[config.mk]
export PLATFORM = sky130hd
export DESIGN_NAME = bt_cmd_link
export DESIGN_NICKNAME = d
export VERILOG_FILES = /design/src/rtl/bt_cmd_link.sv
export SDC_FILE = /design/constraint.sdc
export NUM_CORES = 1
export LEC_CHECK = 0
export BUFFER_PORTS_ARGS = -buffer_cell sky130_fd_sc_hd__buf_2
export CELL_PAD_IN_SITES_DETAIL_PLACEMENT = 0
export CELL_PAD_IN_SITES_GLOBAL_PLACEMENT = 2
export CORE_AREA = 3 3 169 122
export CTS_BUF_LIST = sky130_fd_sc_hd__clkbuf_2
export DETAILED_ROUTE_END_ITERATION = 7
export DIE_AREA = 0 0 172 125
export PLACE_DENSITY_LB_ADDON = 0.1
export SETUP_SLACK_MARGIN = 0.05
export SYNTH_ARGS = -nofsm -noshare
export SYNTH_HDL_FRONTEND = slang
export SYNTH_SLANG_ARGS = --single-unit
[constraint.sdc]
create_clock -name sys_clk -period 2.5 [get_ports sys_clk]
set_input_delay 0.25 -clock sys_clk [delete_from_list [all_inputs] [get_ports sys_clk]]
set_output_delay 0.25 -clock sys_clk [all_outputs]
set_load 0.05 [all_outputs]
[src/rtl/bt_cmd_link.sv]
// Bluetooth command link: parses AA/CMD/ARG/CHK frames from the UART receiver, strobes
// valid commands and paces a 3-byte reply out. Define BT_CMD_CHK_EN to build checksum checking.
module bt_cmd_link #(
  parameter int CLK_FREQ    = 100000000,
  parameter int UART_BPS    = 9600,
  parameter int BYTE_GAP    = (CLK_FREQ/UART_BPS)*11,
  parameter int TIMEOUT_CYC = (CLK_FREQ/UART_BPS)*40
) (
  input  logic       sys_clk,
  input  logic       sys_rst,
  input  logic       rx_done,
  input  logic [7:0] rx_byte,
  output logic       tx_en,
  output logic [7:0] tx_byte,
  output logic       cmd_valid,
  output logic [7:0] cmd_code,
  output logic [7:0] cmd_arg,
  output logic       overrun
);

  localparam logic [1:0] R_IDLE = 2'd0;
  localparam logic [1:0] R_CMD  = 2'd1;
  localparam logic [1:0] R_ARG  = 2'd2;
  localparam logic [1:0] R_CHK  = 2'd3;

  localparam logic [1:0] T_IDLE = 2'd0;
  localparam logic [1:0] T_SEND = 2'd1;
  localparam logic [1:0] T_GAP  = 2'd2;

  localparam logic [23:0] L_TIMEOUT  = 24'(TIMEOUT_CYC);
  localparam logic [23:0] L_GAP_END  = 24'(BYTE_GAP - 1);
  localparam logic [23:0] L_SEND_END = 24'd3;

  logic        r_rx_done_q;
  logic [1:0]  r_rx_state;
  logic [23:0] r_idle_cnt;
  logic [7:0]  r_cmd;
  logic [7:0]  r_arg;

  logic [1:0]  r_tx_state;
  logic [1:0]  r_tx_idx;
  logic [23:0] r_tx_cnt;
  logic        r_tx_req;
  logic [7:0]  r_rep_cmd;
  logic [7:0]  r_rep_status;

  logic        w_byte_ev;
  logic        w_frame_done;
  logic        w_tx_busy;
  logic        w_accept;
  logic        w_chk_ok;
  logic [7:0]  w_next_byte;

  assign w_byte_ev    = rx_done & ~r_rx_done_q;
  assign w_frame_done = w_byte_ev && (r_rx_state == R_CHK);
  // A reply queued but not yet started still counts as busy.
  assign w_tx_busy    = r_tx_req || (r_tx_state != T_IDLE);
  assign w_accept     = w_frame_done & ~w_tx_busy;
  assign w_next_byte  = (r_tx_idx == 2'd0) ? r_rep_cmd : r_rep_status;

`ifdef BT_CMD_CHK_EN
  logic [7:0] w_sum;
  assign w_sum    = r_cmd + r_arg;
  assign w_chk_ok = (w_sum == rx_byte);
`else
  assign w_chk_ok = 1'b1;
`endif

  always_ff @(posedge sys_clk) begin
    if (sys_rst) begin
      r_rx_done_q <= 1'b0;
      r_rx_state  <= R_IDLE;
      r_idle_cnt  <= 24'd0;
      r_cmd       <= 8'h00;
      r_arg       <= 8'h00;
    end else begin
      r_rx_done_q <= rx_done;
      if (w_byte_ev) begin
        r_idle_cnt <= 24'd0;
        case (r_rx_state)
          R_IDLE:  if (rx_byte == 8'hAA) r_rx_state <= R_CMD;
          R_CMD:   begin r_cmd <= rx_byte; r_rx_state <= R_ARG; end
          R_ARG:   begin r_arg <= rx_byte; r_rx_state <= R_CHK; end
          default: r_rx_state <= R_IDLE;
        endcase
      end else if (r_rx_state != R_IDLE) begin
        // A stalled frame is abandoned silently.
        if (r_idle_cnt == L_TIMEOUT) begin
          r_rx_state <= R_IDLE;
          r_idle_cnt <= 24'd0;
        end else begin
          r_idle_cnt <= r_idle_cnt + 24'd1;
        end
      end else begin
        r_idle_cnt <= 24'd0;
      end
    end
  end

  always_ff @(posedge sys_clk) begin
    if (sys_rst) begin
      cmd_valid    <= 1'b0;
      cmd_code     <= 8'h00;
      cmd_arg      <= 8'h00;
      overrun      <= 1'b0;
      r_tx_req     <= 1'b0;
      r_rep_cmd    <= 8'h00;
      r_rep_status <= 8'h00;
    end else begin
      cmd_valid <= w_accept & w_chk_ok;
      if (w_accept & w_chk_ok) begin
        cmd_code <= r_cmd;
        cmd_arg  <= r_arg;
      end
      if (w_frame_done & w_tx_busy) overrun <= 1'b1;
      if (w_accept) begin
        r_tx_req     <= 1'b1;
        r_rep_cmd    <= r_cmd;
        r_rep_status <= w_chk_ok ? 8'h00 : 8'h01;
      end else begin
        r_tx_req <= 1'b0;
      end
    end
  end

  // r_tx_cnt counts cycles since the latest tx_en rise.
  always_ff @(posedge sys_clk) begin
    if (sys_rst) begin
      r_tx_state <= T_IDLE;
      r_tx_idx   <= 2'd0;
      r_tx_cnt   <= 24'd0;
      tx_en      <= 1'b0;
      tx_byte    <= 8'h00;
    end else begin
      case (r_tx_state)
        T_IDLE: begin
          if (r_tx_req) begin
            r_tx_state <= T_SEND;
            r_tx_idx   <= 2'd0;
            r_tx_cnt   <= 24'd0;
            tx_en      <= 1'b1;
            tx_byte    <= 8'h55;
          end
        end
        T_SEND: begin
          if (r_tx_cnt == L_SEND_END) begin
            tx_en      <= 1'b0;
            r_tx_state <= T_GAP;
          end
          r_tx_cnt <= r_tx_cnt + 24'd1;
        end
        T_GAP: begin
          if (r_tx_cnt == L_GAP_END) begin
            r_tx_cnt <= 24'd0;
            if (r_tx_idx == 2'd2) begin
              r_tx_state <= T_IDLE;
              r_tx_idx   <= 2'd0;
            end else begin
              r_tx_idx   <= r_tx_idx + 2'd1;
              r_tx_state <= T_SEND;
              tx_en      <= 1'b1;
              tx_byte    <= w_next_byte;
            end
          end else begin
            r_tx_cnt <= r_tx_cnt + 24'd1;
          end
        end
        default: begin
          r_tx_state <= T_IDLE;
          tx_en      <= 1'b0;
        end
      endcase
    end
  end

endmodule

==> results.md, run 1 <==
- DRC Markers: 0
- CTS Sinks: 98
- Largest cells by area after synthesis: dfxtp_1, nand2_1, xor2_1, a21oi_1, nor2_1
- Ant diodes: 0
- Crit path required time: 3.06 ns
- Fmax: ~0.44 GHz
- Final period utilization: roughly 90%
- # fillers: about 2100
- CTS tree: built
- DPL Wire Length: around 8500 um
- Layout cell share with drive strength beyond 1: between 10% and 20%
- FFs w/ async S/R, synth: 0%
- First-pass GRT wire length: 20000 um
- Overflow after GRT: 0
- Synth Cell Area: 4370 um^2
- GPL Wtd Cong: roughly 0.75
- CP Launch Type: register
- Status: completed
- Synth top cells by count: dfxtp_1, nand2_1, nor2_1
- Root Driver: clkbuf_2
- Routed wire length per instance: about 15 um
- Synthesized area per cell: just under 9 um^2
- Most frequent cell after synthesis: dfxtp_1
- Seq/Total Area, Yosys: between 40 and 50%
- Worst setup path end: r_tx_cnt[9]$_SDFFE_PP0P_
- Synth Area in Simple Gates: approximately 29%
- Row Count: between 40 and 50
- Hold Path Class: in -> reg
- FF-to-FF Start: r_tx_state[0]$_SDFFE_PP0P_
- Static leakage: 1.78 nW
- Setup_tns: 0 ns
- CP Max Fanout: 6
- Initial DRC count: between 150 and 200
- Peak supply drop: approximately 0.23 mV
- Vias in the first global route: roughly 3600
- CTS clk-pin slew, worst paths: about 0.27 ns
- Later-pin clock latency in the skew report: 0.59 ns
- Overall routing resource usage: 11.7%
- Post-route ant nets: 0
- Routed vias/inst: about 4.5
- Reg2reg end: r_tx_cnt[9]$_SDFFE_PP0P_
- Worst-margin pin slew: ~0.48 ns
- I/O Buffers: 37
- Netlist cell types: 52
- Multiplexer share of the synthesized area: 0%
- Hold Fails Final Rpt: 0
- Initial Utilization: 23.1%
- Setup violators final: 0
- Final Max Slew Viols: 0
- H-tree levels: 3
- Post-Syn Instances: just over 500
- Setup crit end kind: register
- Router iterations before antenna repair: 4
- Min Clock Period, post-route: about 2.3 ns
- I/O pins: 38
- Area grow syn2layout: 17.9%
- R2R depth: 9
- Seq cells post-synth: 98
- CTS Buf Count: 9
- Final WL: between 10000 and 15000 um
- Post-Synth XOR/XNOR Area: under 10%
- Largest area contributor in the netlist: dfxtp_1
- Die height: about 130 um
- Clock skew: between 0.015 and 0.02 ns
- Initial antenna violation count: 0
- MaxCap Viol Count: 0
- Final #Nets: ~580
- Total number of vias: about 3600
- Yosys Warn Count: 0
- Synth top area share: ~45%
- Complex-gate fraction of the synthesized area: ~11%
- Die width: ~170 um
- PwrDens: approximately 670 nW/um^2
- Synthesized net count: roughly 530
- WP data arrival: about 2.8 ns
- Flop2flop setup slack: approximately 0.24 ns
- Critical path origin: r_tx_state[0]$_SDFFE_PP0P_
- Slew headroom: ~68%
- RSZ-0062 raised after global routing: false
- Post-synth top flop: dfxtp_1
- Combinational family with the most area after synthesis: simple AND/OR/NAND/NOR gates
- Die ar.: around 22000 um^2
- PnR Total Power: between 3 and 4 mW
- Post-Route Utilization: between 20% and 30%
- Setup Crit Path Kind: reg -> reg
- Post-Synth Adder-Cell Area: ~3.2%
- EDFF count, synth: 0
- CTS max path bufs: 2
- Largest net degree at the start of global routing: 25
- CORE AREA: 18900 um^2
==> timing repair <==
item | CTS | global route
setup buffers | 0 | 2
resized for setup | 0 | 2
hold buffers | 12 | 0
endpoints found under the hold margin | 24 | 0
setup endpoints to repair | 0 | 7
==> per-stage QoR <==
step / hold WS (ns) / instances / setup slack [ns] / cell area, um^2
6_report: 0.413 / 809 / 0.244 / 5150
5_1_grt: 0.341 / 809 / 0.0702 / 5150
4_1_cts: 0.338 / 807 / 0.176 / 5120
3_5_place_dp: 0.447 / 779 / 0.214 / 4910
3_3_place_gp: 0.441 / 779 / 0.268 / 4910
2_1_floorplan: 0.378 / 505 / 0.462 / 4370
==> cell usage in the layout, fill, tap and decap left out, types with 4 or more instances in the layout <==
cell type and instances:
nand4b_1 5, o21ai_0 8, a21oi_1 43, nor2_1 53
xor2_1 30, nand2_1 77, nand4_1 12, ha_1 11
clkbuf_2 10, a22o_1 4, nor4_1 5, nor2b_1 4
nor4_2 5, nand3_1 39, inv_1 13, and4_1 7
dfxtp_1 98, and3_1 7, buf_4 20, nor3_1 4
xnor2_1 11, buf_2 37, a211oi_1 4, dlygate4sd3_1 12
==> final cells by class <==
| cell class | count | area [um^2] | area share, % |
|---|---|---|---|
| Multi-Input combinational cell | 369 | 2250 | 43.7 |
| Sequential cell | 98 | 1960 | 38.1 |
| Timing Repair Buffer | 71 | 495 | 9.62 |
| Tap cell | 242 | 303 | 5.88 |
| Clock buffer | 10 | 50.0 | 0.972 |
| Inverter | 13 | 48.8 | 0.948 |
| Clock inverter | 6 | 41.3 | 0.802 |
==> worst min path at each step <==
stage,startpoint,endpoint,cells past startpoint,slack [ns]
global route,rx_done,r_rx_done_q$_SDFF_PP0_,3,0.34
floorplan,rx_done,r_rx_done_q$_SDFF_PP0_,1,0.38
CTS,rx_done,r_rx_done_q$_SDFF_PP0_,3,0.34
global placement,cmd_arg[3]$_SDFFE_PP0P_,cmd_arg[3]$_SDFFE_PP0P_,2,0.44
finish,rx_done,r_rx_done_q$_SDFF_PP0_,3,0.41
detailed placement,cmd_arg[3]$_SDFFE_PP0P_,cmd_arg[3]$_SDFFE_PP0P_,2,0.45
==> worst max-delay path, stage by stage, from the launching register on <==
cell	delay, ns
dfxtp_1	0.43
inv_1	0.08
ha_1	0.25
nor2b_1	0.20
buf_4	0.18
nor4b_4	0.31
buf_4	0.20
or3b_1	0.36
xor2_1	0.15
nor2_1	0.08
==> where the power goes <==
part           switching [mW]  leakage (nW)  internal [mW]
Sequential             0.0413         0.790           1.63
Clock                   0.569        0.0580          0.138
Combinational           0.688         0.935          0.384
Total                    1.30          1.78           2.15
==> flip-flops by register name, indices dropped and copies added (netlist names) <==
name / cells
r_arg: 8
tx_byte: 8
r_rx_done_q: 1
r_tx_cnt: 24
r_rep_cmd: 8
r_tx_state: 2
r_cmd: 8
r_rx_state: 2
cmd_valid: 1
r_tx_idx: 2
r_idle_cnt: 24
tx_en: 1
overrun: 1
cmd_arg: 8
==> cells by family after synthesis <==
group,count (synthesis)
adders and majority gates,11
buffers and inverters,38
DFF,98
AOI/OAI and AO/OA,76
and+or+nand+nor,241
xor gates and xnor gates,41
==> per-layer routing <==
layer	global-route usage, %	routed length [um]	up-vias
met4	3.00	137	0
met3	3.31	379	10
met2	15.5	4590	46
met1	18.2	6780	1687
met5	0	0	-
li1	-	-	1867
Note: power is estimated with default switching activity, not from simulation.
==> inputs of run 2 (changes only) <==
PLACE_DENSITY = 0.65   (was default)
PLACE_DENSITY_LB_ADDON = default   (was 0.1)
==> results.md, run 2 (same netlist as run 1, synthesis figures left out) <==
- Clock skew: between 0.03 and 0.04 ns
- CTS Sinks: 98
- CP Launch Type: register
- Largest net degree at the start of global routing: 29
- Setup bufs post-CTS: 0
- Setup crit end kind: register
- Top flop regs: r_idle_cnt (24), r_tx_cnt (24)
- Crit-path slowest cell: nor3_1
- Flop2flop setup slack: approximately 0.29 ns
- DRC Markers: 0
- Die height: 125 um
- Area grow syn2layout: 16.1%
- Static leakage: approximately 1.8 nW
- Post-route ant nets: 0
- Slew headroom: 43.9%
- Row Count: 42
- GPL Wtd Cong: 0.825
- Crit path required time: 3.00 ns
- Commonest cells after routing, fill and taps aside: dfxtp_1, nand2_1, nor2_1
- P_sw: between 1 and 1.5 mW
- Setup WS post-layout: between 0.2 and 0.3 ns
- Router iterations before antenna repair: 4
- Switching Fraction: 37.9%
- Die ar.: approximately 22000 um^2
- I/O Buffers: 37
- Min Clock Period, post-route: roughly 2.2 ns
- Comb pwr share: 28.7%
- Worst hold slack: roughly 0.28 ns
- Overall routing resource usage: roughly a tenth
- Total number of vias: approximately 3600
- Routed wire length per instance: roughly 14 um
- Post-Layout Cell Count: 803
- Final Max Slew Viols: 0
- Status: completed
- Later-pin clock latency in the skew report: roughly 0.57 ns
- DPL Wire Length: 7890 um
- Initial DRC count: 200
- # fillers: slightly above 2000
- PnR Total Power: around 3.4 mW
- Clk pwr share: a little over a fifth
- Hold Path Sink: r_arg[4]$_SDFFE_PP0P_
- Routed vias/inst: ~4.5
- PwrDens: 670 nW/um^2
- Hold Path Class: in -> reg
- H-tree levels: 3
- Ant diodes: 0
- CP Max Fanout: 7
- Crit path cell chain: inv_1, ha_1, nor2b_1, nor3_1, nand4_1, xor2_1, nor2_1
- Hold Fails Final Rpt: 0
- Overflow after GRT: 0
- Post-Route Utilization: 26.8%
- CTS max path bufs: 2
- Dpl cells: just under 800
- Worst-margin pin slew: around 0.84 ns
- Area after DPL: approximately 4900 um^2
- Initial antenna violation count: 0
- CTS clk-pin slew, worst paths: about 0.28 ns
- Root Driver: clkbuf_2
- Setup_tns: 0 ns
- CTS Buf Count: 9
- Critical Path Max Stage Delay: 0.71 ns
- CORE AREA: 18900 um^2
- WP data arrival: approximately 2.7 ns
- I/O pins: 38
- MaxCap Viol Count: 0
- Vias in the first global route: 3493
- Post-place setup slack: 0.348 ns
- Final period utilization: 88.6%
- Die width: 172 um
- Setup violators final: 0
- R2R depth: 7
- Hold Startpoint: rx_done
- Internal power: 2.11 mW
- Commonest non-fill, non-tap cell in the layout: dfxtp_1
- Reg2reg end: r_tx_cnt[22]$_SDFFE_PP0P_
- Flop pwr share: about half
- First-pass GRT wire length: ~18000 um
- Initial Utilization: 23.1%
- FF-to-FF Start: r_tx_state[0]$_SDFFE_PP0P_
- Peak supply drop: between 0.4 and 0.5 mV
- Layout cell share with drive strength beyond 1: around 16%
- Hold Crit Depth: 5
- CTS tree: built
- Fmax: 0.452 GHz
- Setup Crit Path Kind: reg -> reg
- RSZ-0062 raised after global routing: false
- Final WL: about 11000 um
- Final #Nets: ~580
- Finished Cell Area: a little over 5000 um^2
run 2: worst max-delay path by stage:
stage / startpoint / slack, ns / to / depth (start not counted)
floorplan: r_tx_state[0]$_SDFFE_PP0P_ / 0.46 / r_tx_cnt[19]$_SDFFE_PP0P_ / 8
global placement: r_tx_state[0]$_SDFFE_PP0P_ / 0.35 / r_tx_cnt[6]$_SDFFE_PP0P_ / 7
detailed placement: r_tx_state[1]$_SDFFE_PP0P_ / 0.35 / r_tx_cnt[22]$_SDFFE_PP0P_ / 7
CTS: r_tx_state[0]$_SDFFE_PP0P_ / 0.30 / r_tx_cnt[18]$_SDFFE_PP0P_ / 7
global route: r_tx_state[0]$_SDFFE_PP0P_ / 0.05 / r_tx_cnt[18]$_SDFFE_PP0P_ / 7
finish: r_tx_state[0]$_SDFFE_PP0P_ / 0.29 / r_tx_cnt[22]$_SDFFE_PP0P_ / 7
run 2: repair_timing:
item                                   in CTS  in global routing
hold buffers                               10                  0
gates resized for setup                     0                  0
endpoints found under the hold margin      17                  0
run 2: area by class of cell:
type / instances / area, um^2 / area share (%)
clock buffers: 9 / 45.0 / 0.888
well taps: 242 / 303 / 5.97
multi-input cells: 369 / 2230 / 44.0
repair buffers: 65 / 420 / 8.29
clock inverters: 7 / 61.3 / 1.21
inverters: 13 / 48.8 / 0.962
flip-flops and latches: 98 / 1960 / 38.7
run 2: critical path: cells and delay by family, from the launching register on:
family,cells,cell delay (ns)
XOR/XNOR,1,0.20
adder cells (fa/ha/maj),1,0.25
buffers and inverters,1,0.08
flip-flops,1,0.42
AND/OR/NAND/NOR,4,1.24
run 2: per-layer routing:
layer | GRT usage (%) | vias up | wire length (um)
met4 | 2.25 | 0 | 106
li1 | - | 1853 | -
met1 | 15.6 | 1702 | 5980
met2 | 15.1 | 50 | 4410
met5 | 0 | - | 0
met3 | 2.59 | 11 | 365
run 2: power by group through the flow:
| stage | logic, mW | clock network [mW] | registers (mW) |
|---|---|---|---|
| finish | 0.977 | 0.748 | 1.68 |
| floorplan | 0.565 | 0 | 1.82 |
| detailed placement | 0.960 | 0 | 1.70 |
| global placement | 0.957 | 0 | 1.70 |
| global route | 1.07 | 0.859 | 1.69 |
| CTS | 0.975 | 0.795 | 1.68 |
==> inputs of run 3 (changes only) <==
PLACE_DENSITY = 0.67   (was 0.65)
clock period = 2 ns   (was 2.5 ns; I/O delays follow)
==> results.md, run 3 (same netlist as run 1, synthesis figures left out) <==
- Commonest non-fill, non-tap cell in the layout: dfxtp_1
- CTS tree: built
- CTS Sinks: between 90 and 100
- CP delay by family, top: compound AO/OA/AOI/OAI gates
- Static leakage: 2.00 nW
- Setup crit end kind: register
- I/O pins: 38
- PwrDens: 840 nW/um^2
- CP Launch Type: register
- CORE AREA: between 15000 and 20000 um^2
- CTS clk-pin slew, worst paths: around 0.3 ns
- Crit path cell chain: and4_1, nand3_1, o32ai_2, buf_4, a21oi_1, a22o_1
- Crit-path slowest cell: dfxtp_1
- Fmax: ~0.52 GHz
- Worst-margin pin slew: around 0.37 ns
- Peak supply drop: 0.315 mV
- Initial antenna violation count: 0
- Final Max Slew Viols: 0
- Total number of vias: approximately 3800
- Internal power: roughly 2.9 mW
- Switching Fraction: between 30% and 40%
- Setup Crit Path Kind: reg -> reg
- Initial Utilization: a little under a quarter
- Largest net degree at the start of global routing: 29
- Hold Path Class: in -> reg
- H-tree levels: 3
- Overall routing resource usage: between 10 and 15%
- First-pass GRT wire length: roughly 19000 um
- Row Count: 42
- Post-Layout Cell Count: around 840
- Status: completed
- Routed vias/inst: around 4.5
- Min Clock Period, post-route: between 1.5 and 2 ns
- Post-route ant nets: 0
- Slew headroom: between 70% and 80%
- Vias in the first global route: about 3700
- Final WL: between 10000 and 15000 um
- Setup WS post-layout: between 0.08 and 0.09 ns
- Later-pin clock latency in the skew report: 0.63 ns
- DRC Markers: 0
- Layout cell share with drive strength beyond 1: around 25%
- Routed wire length per instance: 13.7 um
- Clock skew: between 0.04 and 0.05 ns
- CP Max Fanout: 5
- Hold Fails Final Rpt: 0
- Crit path buffers/inverters: 1
- Die height: around 130 um
- Finished Cell Area: approximately 5500 um^2
- Root Driver: clkbuf_2
- CTS max path bufs: 2
- Setup violators final: 0
- I/O Buffers: 37
- Setup_tns: 0 ns
- DPL Wire Length: between 8000 and 9000 um
- MaxCap Viol Count: 0
- Final period utilization: a little over nine tenths
- WP data arrival: around 2.5 ns
- Overflow after GRT: 0
- Router iterations before antenna repair: 4
- CTS Buf Count: 9
- Critical Path Max Stage Delay: around 0.51 ns
- Ant diodes: 0
- Crit path required time: around 2.6 ns
- PnR Total Power: roughly 4.6 mW
- Area grow syn2layout: 26.1%
- Top flop regs: r_idle_cnt (24), r_tx_cnt (24)
- Initial DRC count: roughly 200
- Die ar.: 21500 um^2
- Die width: about 170 um
- Dpl cells: 808
- Post-place setup slack: around 0.026 ns
- GPL Wtd Cong: between 0.7 and 0.8
- Flop2flop setup slack: around 0.082 ns
- Comb pwr share: between 30% and 40%
- RSZ-0062 raised after global routing: true
- Post-Route Utilization: 29.1%
- Commonest cells after routing, fill and taps aside: dfxtp_1, nand2_1, nor2_1, buf_4, a21oi_1
- Clk pwr share: 20.3%
- P_sw: ~1.7 mW
- Final #Nets: around 620
- Flop pwr share: a little under half
- Area after DPL: around 5100 um^2
- Worst hold slack: ~0.35 ns
-- run 3: cell count changes in the layout (fill, tap and decap cells not counted), sizes merged --
| cell | previous run | this run |
|---|---|---|
| buf | 55 | 93 |
| clkbuf | 9 | 10 |
-- run 3: power groups by stage --
stage	Combinational (mW)	Clock [mW]	Sequential, mW
after global placement	1.45	0	2.12
after CTS	1.61	1.00	2.09
after global routing	1.75	1.08	2.10
after floorplan	0.709	0	2.28
after detailed placement	1.47	0	2.12
final	1.60	0.940	2.09
-- run 3: final timing paths --
kind,from,to,depth (start not counted)
worst max-delay path,r_tx_cnt[2]$_SDFFE_PP0P_,tx_byte[7]$_SDFFE_PP0P_,6
worst min register to register,r_arg[6]$_SDFFE_PP0P_,cmd_arg[6]$_SDFFE_PP0P_,2
worst max register to register,r_tx_cnt[2]$_SDFFE_PP0P_,tx_byte[7]$_SDFFE_PP0P_,6
worst min-delay path,rx_done,r_rx_done_q$_SDFF_PP0_,3
-- run 3: per-layer routing --
layer / track usage (%) / part of all wire [%] / wire [um] / vias up
li1: - / - / - / 1936
met1: 16.4 / 54 / 6230 / 1806
met2: 15.3 / 41 / 4740 / 59
met3: 3.03 / 4.0 / 464 / 12
met4: 2.67 / 1.1 / 122 / 0
met5: 0 / 0 / 0 / -
-- run 3: final cells by class --
class / count / area [um^2]
flip-flops and latches: 98 / 1970
fillers: 2033 / 13400
clock inverters: 7 / 60.1
well taps: 242 / 303
multi-input cells: 369 / 2310
clock buffers: 9 / 45.0
repair buffers: 104 / 768
inverters: 13 / 48.8
-- run 3: worst min-delay path: stages --
cell           delay [ns]
dlygate4sd3_1        0.52
buf_2                0.12
nor2b_1              0.11
-- run 3: repair_timing --
item | in CTS | in global routing
resized for setup | 10 | 15
hold endpoints to repair | 27 | 0
hold buffers | 10 | 0
setup endpoints to repair | 22 | 51
pin swaps | 4 | 7
buffers inserted | 4 | 4
cloned | 0 | 1
